File: config.mk
export PLATFORM = sky130hd
export DESIGN_NAME = xsystem86_mem_arbiter_flat
export DESIGN_NICKNAME = d
export VERILOG_FILES = /design/src/rtl/xsystem86_mem_arbiter_if.sv /design/src/rtl/xsystem86_mem_arbiter.sv /design/src/flat_wrapper.sv
export SDC_FILE = /design/constraint.sdc
export NUM_CORES = 1
export LEC_CHECK = 0
export CORE_MARGIN = 4
export CORE_UTILIZATION = 39
export CTS_CLUSTER_DIAMETER = 80
export CTS_CLUSTER_SIZE = 25
export DETAILED_ROUTE_END_ITERATION = 10
export GPL_TIMING_DRIVEN = 0
export PLACE_DENSITY = 0.86
export SLEW_MARGIN = 20
export SYNTH_ARGS = -nofsm -noshare
export SYNTH_HDL_FRONTEND = slang
export SYNTH_SLANG_ARGS = --single-unit
File: constraint.sdc
create_clock -name clk_48m -period 4.3 [get_ports clk_48m]
set_input_delay 1.075 -clock clk_48m [delete_from_list [all_inputs] [get_ports clk_48m]]
set_output_delay 1.075 -clock clk_48m [all_outputs]
set_load 0.01 [all_outputs]
File: src/rtl/xsystem86_mem_arbiter_if.sv
// rtl/xsystem86_mem_arbiter_if.sv - requester and external memory bus bundle for xsystem86_mem_arbiter
interface xsystem86_mem_arbiter_if #(
  parameter int ADDR_WIDTH = 21
);
  // requester side: one lane per port, port n at slice n
  logic [3:0]              req;
  logic [3:0]              we;
  logic [4*ADDR_WIDTH-1:0] addr;
  logic [31:0]             wdata;
  logic [3:0]              ack;
  logic [7:0]              rdata;
  logic                    busy;

  // shared asynchronous SRAM/flash port
  logic [ADDR_WIDTH-1:0]   mem_addr;
  logic [7:0]              mem_dq_o;
  logic [7:0]              mem_dq_i;
  logic                    mem_dq_oe;
  logic                    mem_ce_n;
  logic                    mem_oe_n;
  logic                    mem_we_n;

  // arbiter view
  modport slave (
    input  req, we, addr, wdata, mem_dq_i,
    output ack, rdata, busy, mem_addr, mem_dq_o, mem_dq_oe, mem_ce_n, mem_oe_n, mem_we_n
  );

  // requesters plus memory device view
  modport master (
    output req, we, addr, wdata, mem_dq_i,
    input  ack, rdata, busy, mem_addr, mem_dq_o, mem_dq_oe, mem_ce_n, mem_oe_n, mem_we_n
  );
endinterface

File: src/rtl/xsystem86_mem_arbiter.sv
// rtl/xsystem86_mem_arbiter.sv - 4-port round-robin arbiter onto one async memory; writes enabled by XSYSTEM86_MEM_ARB_WRITE_EN
module xsystem86_mem_arbiter #(
  parameter int WAIT_STATES = 2,
  parameter int ADDR_WIDTH  = 21
) (
  input logic                    clk_48m,
  input logic                    rst,
  xsystem86_mem_arbiter_if.slave bus
);

  localparam logic [3:0] WAIT_LOAD = 4'(WAIT_STATES);

  typedef enum logic [1:0] {IDLE, ACCESS, DONE} state_t;

  state_t                state, state_nxt;
  logic [1:0]            ptr;
  logic [1:0]            grant;
  logic [1:0]            grant_nxt;
  logic [1:0]            idx;
  logic                  grant_vld;
  logic [3:0]            cnt;
  logic [ADDR_WIDTH-1:0] lat_addr;
  logic                  lat_we;
  logic [7:0]            rdata_q;
  logic [3:0]            ack_c;
  logic                  ce_n_c;
  logic                  oe_n_c;
  logic                  we_n_c;
  logic                  dq_oe_c;
  logic [7:0]            dq_o_c;

  // round-robin pick: scan from the far end so the port nearest the pointer wins
  always_comb begin
    grant_vld = 1'b0;
    grant_nxt = ptr;
    idx       = ptr;
    for (int k = 3; k >= 0; k--) begin
      idx = ptr + 2'(k);
      if (bus.req[idx]) begin
        grant_vld = 1'b1;
        grant_nxt = idx;
      end
    end
  end

  // state register; async reset aborts any transaction in flight
  always_ff @(posedge clk_48m or posedge rst) begin
    if (rst) begin
      state <= IDLE;
    end else begin
      state <= state_nxt;
    end
  end

  // next state and memory strobes, all decoded from the current state
  always_comb begin
    state_nxt = state;
    ack_c     = 4'b0000;
    ce_n_c    = 1'b1;
    oe_n_c    = 1'b1;
    we_n_c    = 1'b1;
    dq_oe_c   = 1'b0;
    case (state)
      IDLE: begin
        if (grant_vld) state_nxt = ACCESS;
      end
      ACCESS: begin
        ce_n_c = 1'b0;
        if (lat_we) begin
          we_n_c  = 1'b0;
          dq_oe_c = 1'b1;
        end else begin
          oe_n_c = 1'b0;
        end
        if (cnt == 4'd0) state_nxt = DONE;
      end
      DONE: begin
        ack_c[grant] = 1'b1;
        dq_oe_c      = lat_we;   // keep driving write data one cycle past we_n rising
        state_nxt    = IDLE;
      end
      default: state_nxt = IDLE;
    endcase
  end

  // transaction datapath: latch the winner, count wait states, capture read data on exit
  always_ff @(posedge clk_48m or posedge rst) begin
    if (rst) begin
      ptr      <= 2'd0;
      grant    <= 2'd0;
      cnt      <= 4'd0;
      lat_addr <= '0;
      rdata_q  <= 8'h00;
    end else begin
      case (state)
        IDLE: begin
          if (grant_vld) begin
            grant    <= grant_nxt;
            ptr      <= grant_nxt + 2'd1;
            cnt      <= WAIT_LOAD;
            lat_addr <= bus.addr[grant_nxt*ADDR_WIDTH +: ADDR_WIDTH];
          end
        end
        ACCESS: begin
          if (cnt != 4'd0) begin
            cnt <= cnt - 4'd1;
          end else if (!lat_we) begin
            rdata_q <= bus.mem_dq_i;
          end
        end
        default: ;
      endcase
    end
  end

`ifdef XSYSTEM86_MEM_ARB_WRITE_EN
  logic [7:0] lat_wdata;

  // write flag and data for the granted port, frozen for the whole transaction
  always_ff @(posedge clk_48m or posedge rst) begin
    if (rst) begin
      lat_we    <= 1'b0;
      lat_wdata <= 8'h00;
    end else if (state == IDLE && grant_vld) begin
      lat_we    <= bus.we[grant_nxt];
      lat_wdata <= bus.wdata[grant_nxt*8 +: 8];
    end
  end

  assign dq_o_c = lat_wdata;
`else
  // read-only build: every access is a read and the data bus is never driven
  logic unused_write_inputs;
  assign unused_write_inputs = ^{bus.we, bus.wdata};
  assign lat_we = 1'b0;
  assign dq_o_c = 8'h00;
`endif

  assign bus.ack       = ack_c;
  assign bus.rdata     = rdata_q;
  assign bus.busy      = (state != IDLE);
  assign bus.mem_addr  = lat_addr;
  assign bus.mem_dq_o  = dq_o_c;
  assign bus.mem_dq_oe = dq_oe_c;
  assign bus.mem_ce_n  = ce_n_c;
  assign bus.mem_oe_n  = oe_n_c;
  assign bus.mem_we_n  = we_n_c;

endmodule

File: src/flat_wrapper.sv
// flat-port wrapper written by rule: the top's interface ports become plain ports
module xsystem86_mem_arbiter_flat 
#(
  parameter int WAIT_STATES = 2,
  parameter int ADDR_WIDTH  = 21
)
  (clk_48m, rst, bus_req, bus_we, bus_addr, bus_wdata, bus_mem_dq_i, bus_ack, bus_rdata, bus_busy, bus_mem_addr, bus_mem_dq_o, bus_mem_dq_oe, bus_mem_ce_n, bus_mem_oe_n, bus_mem_we_n);
  xsystem86_mem_arbiter_if #(.ADDR_WIDTH(ADDR_WIDTH)) bus_i ();
  input logic clk_48m;
  input logic rst;
  input wire logic [$bits(bus_i.req)-1:0] bus_req;
  input wire logic [$bits(bus_i.we)-1:0] bus_we;
  input wire logic [$bits(bus_i.addr)-1:0] bus_addr;
  input wire logic [$bits(bus_i.wdata)-1:0] bus_wdata;
  input wire logic [$bits(bus_i.mem_dq_i)-1:0] bus_mem_dq_i;
  output wire logic [$bits(bus_i.ack)-1:0] bus_ack;
  output wire logic [$bits(bus_i.rdata)-1:0] bus_rdata;
  output wire logic [$bits(bus_i.busy)-1:0] bus_busy;
  output wire logic [$bits(bus_i.mem_addr)-1:0] bus_mem_addr;
  output wire logic [$bits(bus_i.mem_dq_o)-1:0] bus_mem_dq_o;
  output wire logic [$bits(bus_i.mem_dq_oe)-1:0] bus_mem_dq_oe;
  output wire logic [$bits(bus_i.mem_ce_n)-1:0] bus_mem_ce_n;
  output wire logic [$bits(bus_i.mem_oe_n)-1:0] bus_mem_oe_n;
  output wire logic [$bits(bus_i.mem_we_n)-1:0] bus_mem_we_n;
  assign bus_i.req = bus_req;
  assign bus_i.we = bus_we;
  assign bus_i.addr = bus_addr;
  assign bus_i.wdata = bus_wdata;
  assign bus_i.mem_dq_i = bus_mem_dq_i;
  assign bus_ack = bus_i.ack;
  assign bus_rdata = bus_i.rdata;
  assign bus_busy = bus_i.busy;
  assign bus_mem_addr = bus_i.mem_addr;
  assign bus_mem_dq_o = bus_i.mem_dq_o;
  assign bus_mem_dq_oe = bus_i.mem_dq_oe;
  assign bus_mem_ce_n = bus_i.mem_ce_n;
  assign bus_mem_oe_n = bus_i.mem_oe_n;
  assign bus_mem_we_n = bus_i.mem_we_n;
  xsystem86_mem_arbiter #(.WAIT_STATES(WAIT_STATES), .ADDR_WIDTH(ADDR_WIDTH)) u_core (.clk_48m(clk_48m), .rst(rst), .bus(bus_i));
endmodule
# [After elaboration in Yosys (flattened, before gate mapping)]
# Index checks and enable logic that the tools add are counted.
# Widths: inputs -> output; s select.
[classes] mux=26 reduce_logical=10 addsub=5 n_eq_ne=5 shift=1 n_lt_le_gt_ge=6 mul=1 bitwise_logic=1
[ops] operator="$shiftx 84x8->21" count=1
[ops] operator="$lt 2x3->1 const B" count=5
[ops] operator="$mux 2" count=6
[ops] operator="$mux 4" count=3
[ops] operator="$mux 1" count=10
[ops] operator="$bmux 1 s2" count=4
[ops] operator="$pmux 4 s2" count=1
[ops] operator="$mul 2x5->7 const B" count=1
[ops] operator="$ne 2x1->1 const B" count=3
[ops] operator="$reduce_and 2->1" count=3
[ops] operator="$add 2x1->2 const B" count=2
[ops] operator="$add 2x2->2 const B" count=2
[ops] operator="$logic_not 4->1" count=1
[ops] operator="$pmux 2 s2" count=1
[ops] operator="$reduce_bool 2->1" count=2
[ops] operator="$reduce_bool 4->1" count=1
[ops] operator="$sub 4x1->4 const B" count=1
[ops] operator="$reduce_and 3->1" count=1
[ops] operator="$demux 1 s2" count=1
[ops] operator="$eq 2x1->1 const B" count=1
[ops] operator="$eq 2x2->1 const B" count=1
[ops] operator="$ge 2x1->1 const B" count=1
[ops] operator="$logic_not 2->1" count=1
[ops] operator="$logic_and 1x1->1" count=1
[ops] operator="$not 1->1" count=1
[totals] register_bits=39 inputBits=134

# [Longest topological paths before layout]
[logic_depth] depth_word=9 mapped_depth=7

# [Worst setup path after synthesis]
# No wires, ideal clock.
[synth_timing] kind="input port to flip-flop" startpoint="input port bus_req[0]" endpoint="register u_core.lat_addr[8], in the netlist u_core.bus.mem_addr[8]" setup_time_ps=131 path_stages=6 arrival_time_ps=2219 path_slack_ps=1950 required_time_ps=4169 cell_sequence="nor2b_1 > or4_4 > nand2_1 > and2_4 > buf_12 > a211oi_2"
[synth_via] elab_chain_len=8
[synth_lines] item="start: declaration" line="flat_wrapper.sv:11" source="input wire logic [$bits(bus_i.req)-1:0] bus_req;"
[synth_lines] item="$bmux 1 s2" line="xsystem86_mem_arbiter.sv:39" source="if (bus.req[idx]) begin"
[synth_lines] item="$mux 1 (implied by the code)" line="xsystem86_mem_arbiter.sv:39"
[synth_lines] item="$mux 2 (4 in series)" line="xsystem86_mem_arbiter.sv:39"
[synth_lines] item="$mul 2x5->7" line="xsystem86_mem_arbiter.sv:101" source="lat_addr <= bus.addr[grant_nxt*ADDR_WIDTH +: ADDR_WIDTH];"
[synth_lines] item="$shiftx 84x8->21" line="xsystem86_mem_arbiter.sv:101"
[synth_lines] item="end signal: assignment" line="xsystem86_mem_arbiter.sv:101"
[synth_lines] item="end: declaration" line="xsystem86_mem_arbiter.sv:22" source="logic [ADDR_WIDTH-1:0] lat_addr;"
# Parallel ways exist; a longest one is shown, timed or not. The select of a mux whose other input is x is not followed.
# A chain may end at the register's enable or synchronous reset.

# [Worst setup path after layout]
[layout_timing] startpoint="register u_core.state[0]" endpoint="output port bus_mem_oe_n"
[layout_via] elab_chain_len=2
[layout_lines] item="start: declaration" line="xsystem86_mem_arbiter.sv:15" source="state_t state, state_nxt;"
[layout_lines] item="start signal: assignment" line="xsystem86_mem_arbiter.sv:51" source="state <= state_nxt;"
[layout_lines] item="$eq 2x1->1" line="xsystem86_mem_arbiter.sv:63" source="case (state)"
[layout_lines] item="$mux 1" line="xsystem86_mem_arbiter.sv:63"
[layout_lines] item="end: declaration" line="flat_wrapper.sv:23" source="output wire logic [$bits(bus_i.mem_oe_n)-1:0] bus_mem_oe_n;"
# No other way between the ends.

==> results.toml <==
[timing]
finalHoldViolations = 0
setup_slack_ns = 1.44
setup_violations = 0
fin_crit_sh = 0.666
rsz0062_at_grt = "no"
tns_ns = 0
finalCriticalPeriod_ns = 2.86
slew_violations = 0
fin_skew_ns = 0.00632
fmax_mhz = 349
tightest_slew_ns = 0.525
relSlewSlack = 0.647

[outcome]
outcome = "finished clean"

[synthesis]
synth_area_um2 = 2710
synth.area.top_cells = "dfrtp_1, a211oi_2, mux2i_1, a31oi_1, mux2_2"
synth_top_flop_cell = "dfrtp_1"
yosys_warnings = 0
synth_edf_count = 0
ys_top_cells_by_count = "a211oi_2, dfrtp_1, nor2_1"
synth_seq_area_share = 0.360
yosysTopAreaCell = "dfrtp_1"
yosysUniqueCellTypes = 42
synthArstFlopShare = 1.00
netlist.area_leader.share = 0.360
avgSynthCellArea_um2 = 10.5
synthCells = 257
ys_ff_latch = 39

[die]
die_h_um = 91.4
core_um2 = 6760
die_x_um = 91.4
start_util = 0.401
ios = 180
die_area_um2 = 8350
num_rows = 30

[clock_network]
cts_setup_buffers = 0
cts.repair.resized = 0
ctsRootBufferMaster = "clkbuf_8"
clock_path_buffers = 2
hold_buffers = 0
htreeDepth = 2
clkLatencyLatePin_ns = 0.30
cts_tree = "built"
clkSinkCount = 39
clk_pin_slew_ns = 0.08
cts_buffers = 5

[drt]
drtIter0Drc = 56
wire_per_inst_um = 15.7
ant_nets = 0
wl_mm = 7.66
vias = 2496
dr.pass1.iters = 4
drc = 0
viasPerCell = 5.13

[global_routing]
grt_pass1_vias = 2641
grt_pass1_wl_mm = 12.6
antenna_found_initial = 0
grt_max_degree = 29
grt-ovfl-total = 0
grt_usage = 0.185

[finish]
n_fill_cell = 557
stdcell_count = 487
drive_gt1_frac = 0.216
nets = 542
diodes = 0
areaGrowthSynthToFinish_pct = 59.0

[place]
hpwlAfterDp_mm = 6.17
place_ws_ns = 1.19
place_inst = 479
portBuffers = 133
routabilityCongestion = 0.822

[power_and_ir_drop]
net-switching-power_w = 0.000915
p_int_w = 0.00147
ir_worst_vdd_mv = 0.291
leakage_nw = 1.77
pwr-share-comb = 0.587
p_per_area_nw_per_um2 = 554
sw_frac_of_total = 0.383
p_clk_frac = 0.134
p_seq_frac = 0.278

[worst_setup_path]
crit_path_start_kind = "flop"
end_kind = "primary output"
crit_arrival_ns = 1.79
slowest_delay_ns = 0.52
required_ns = 3.22
path_max_fanout = 7
critical_path_class = "reg -> out"
path_cells = "and2b_1 -> inv_1 -> buf_4 -> clkdlybuf4s50_1"
cp_slowest_cell = "clkdlybuf4s50_1"

[flow_run]
maxCapViolations = 0

[hold_path]
hp-class = "reg -> reg"
placed cells by master (no fill, tap or decap), types with 2 or more instances in the layout:
master           instances
buf_12                   5
a211oi_2                39
ha_1                     2
a211oi_1                 3
nor2b_1                  5
a21oi_1                  4
buf_6                    2
a31oi_1                 22
nor4bb_1                 2
nor2_1                  27
conb_1                  10
inv_1                   24
buf_4                   14
nand2_1                  2
mux2_2                  10
clkbuf_1                 8
dfrtp_1                 39
clkdlybuf4s50_1        133
clkbuf_8                 6
mux2i_1                 21
nor3_1                   3
kinds of logic (layout without fill, tap and decap cells):
group                      count (synthesis)  in the layout  synth area share
buffers and inverters                     54            196             0.127
other                                      2             10           0.00277
AOI/OAI and AO/OA                         74             74             0.264
muxes                                     31             31             0.119
adders and majority gates                  2              2           0.00923
xor gates and xnor gates                   1              1           0.00323
DFF                                       39             39             0.360
and+or+nand+nor                           54             54             0.115
power groups by stage:
stage	clock, W	sequential (W)	combinational [W]
after detailed placement	0	0.000673	0.00142
after global routing	0.000342	0.000693	0.00152
after CTS	0.000329	0.000666	0.00142
after floorplan	0	0.000719	0.000796
final	0.000320	0.000665	0.00140
after global placement	0	0.000662	0.00138
final timing paths:
check	from	endpoint	slack, ns	cells after the start
hold / removal	u_core.bus.rdata[4]	u_core.bus.rdata[4]	0.51	1
max in group asynchronous	rst	u_core.bus.mem_addr[16]	2.83	3
min in group asynchronous	rst	u_core.bus.rdata[5]	1.03	2
hold reg to reg	u_core.bus.rdata[4]	u_core.bus.rdata[4]	0.51	1
setup reg to reg	u_core.state[0]	u_core.bus.mem_addr[0]	2.29	6
setup / recovery	u_core.state[0]	bus_mem_oe_n	1.44	4
state kept, by name, summed over array words and instances (netlist names):
register             cells
u_core.bus.rdata         8
u_core.state             2
u_core.ptr               2
u_core.grant             2
u_core.cnt               4
u_core.bus.mem_addr     21
cell type report:
class	count	area (um^2)	area share
flip-flops and latches	39	976	0.227
plain buffers	29	251	0.0584
clock buffers	5	68.8	0.0160
multi-input cells	172	1420	0.329
repair buffers	134	1350	0.314
well taps	80	100	0.0232
inverters	25	93.8	0.0218
clock inverters	3	47.5	0.0110
worst max-delay path, delay by kind of cell (launching register included):
family        cells  cell delay (ns)
simple gates      1             0.23
flops             1             0.46
buf+inv           3             0.81
per-layer routing:
metal  vias to the layer above  GRT usage  wire length [um]
met3                        18     0.0497               552
met1                      1172      0.219              3240
met2                       100      0.317              3690
met4                         0     0.0716               183
li1                       1206          -                 -
met5                         -          0                 0
stage by stage:
step | area [um^2] | hold slack, ns | total power [W] | utilization
2_1_floorplan | 2740 | 0.497 | 0.00151 | -
3_3_place_gp | 4170 | 0.491 | 0.00204 | 0.617
3_5_place_dp | 4190 | 0.496 | 0.00209 | 0.620
4_1_cts | 4310 | 0.517 | 0.00241 | 0.638
5_1_grt | 4310 | 0.538 | 0.00255 | 0.638
6_report | 4310 | 0.509 | 0.00239 | 0.638
No activity file was read; power rests on OpenSTA's default activity.
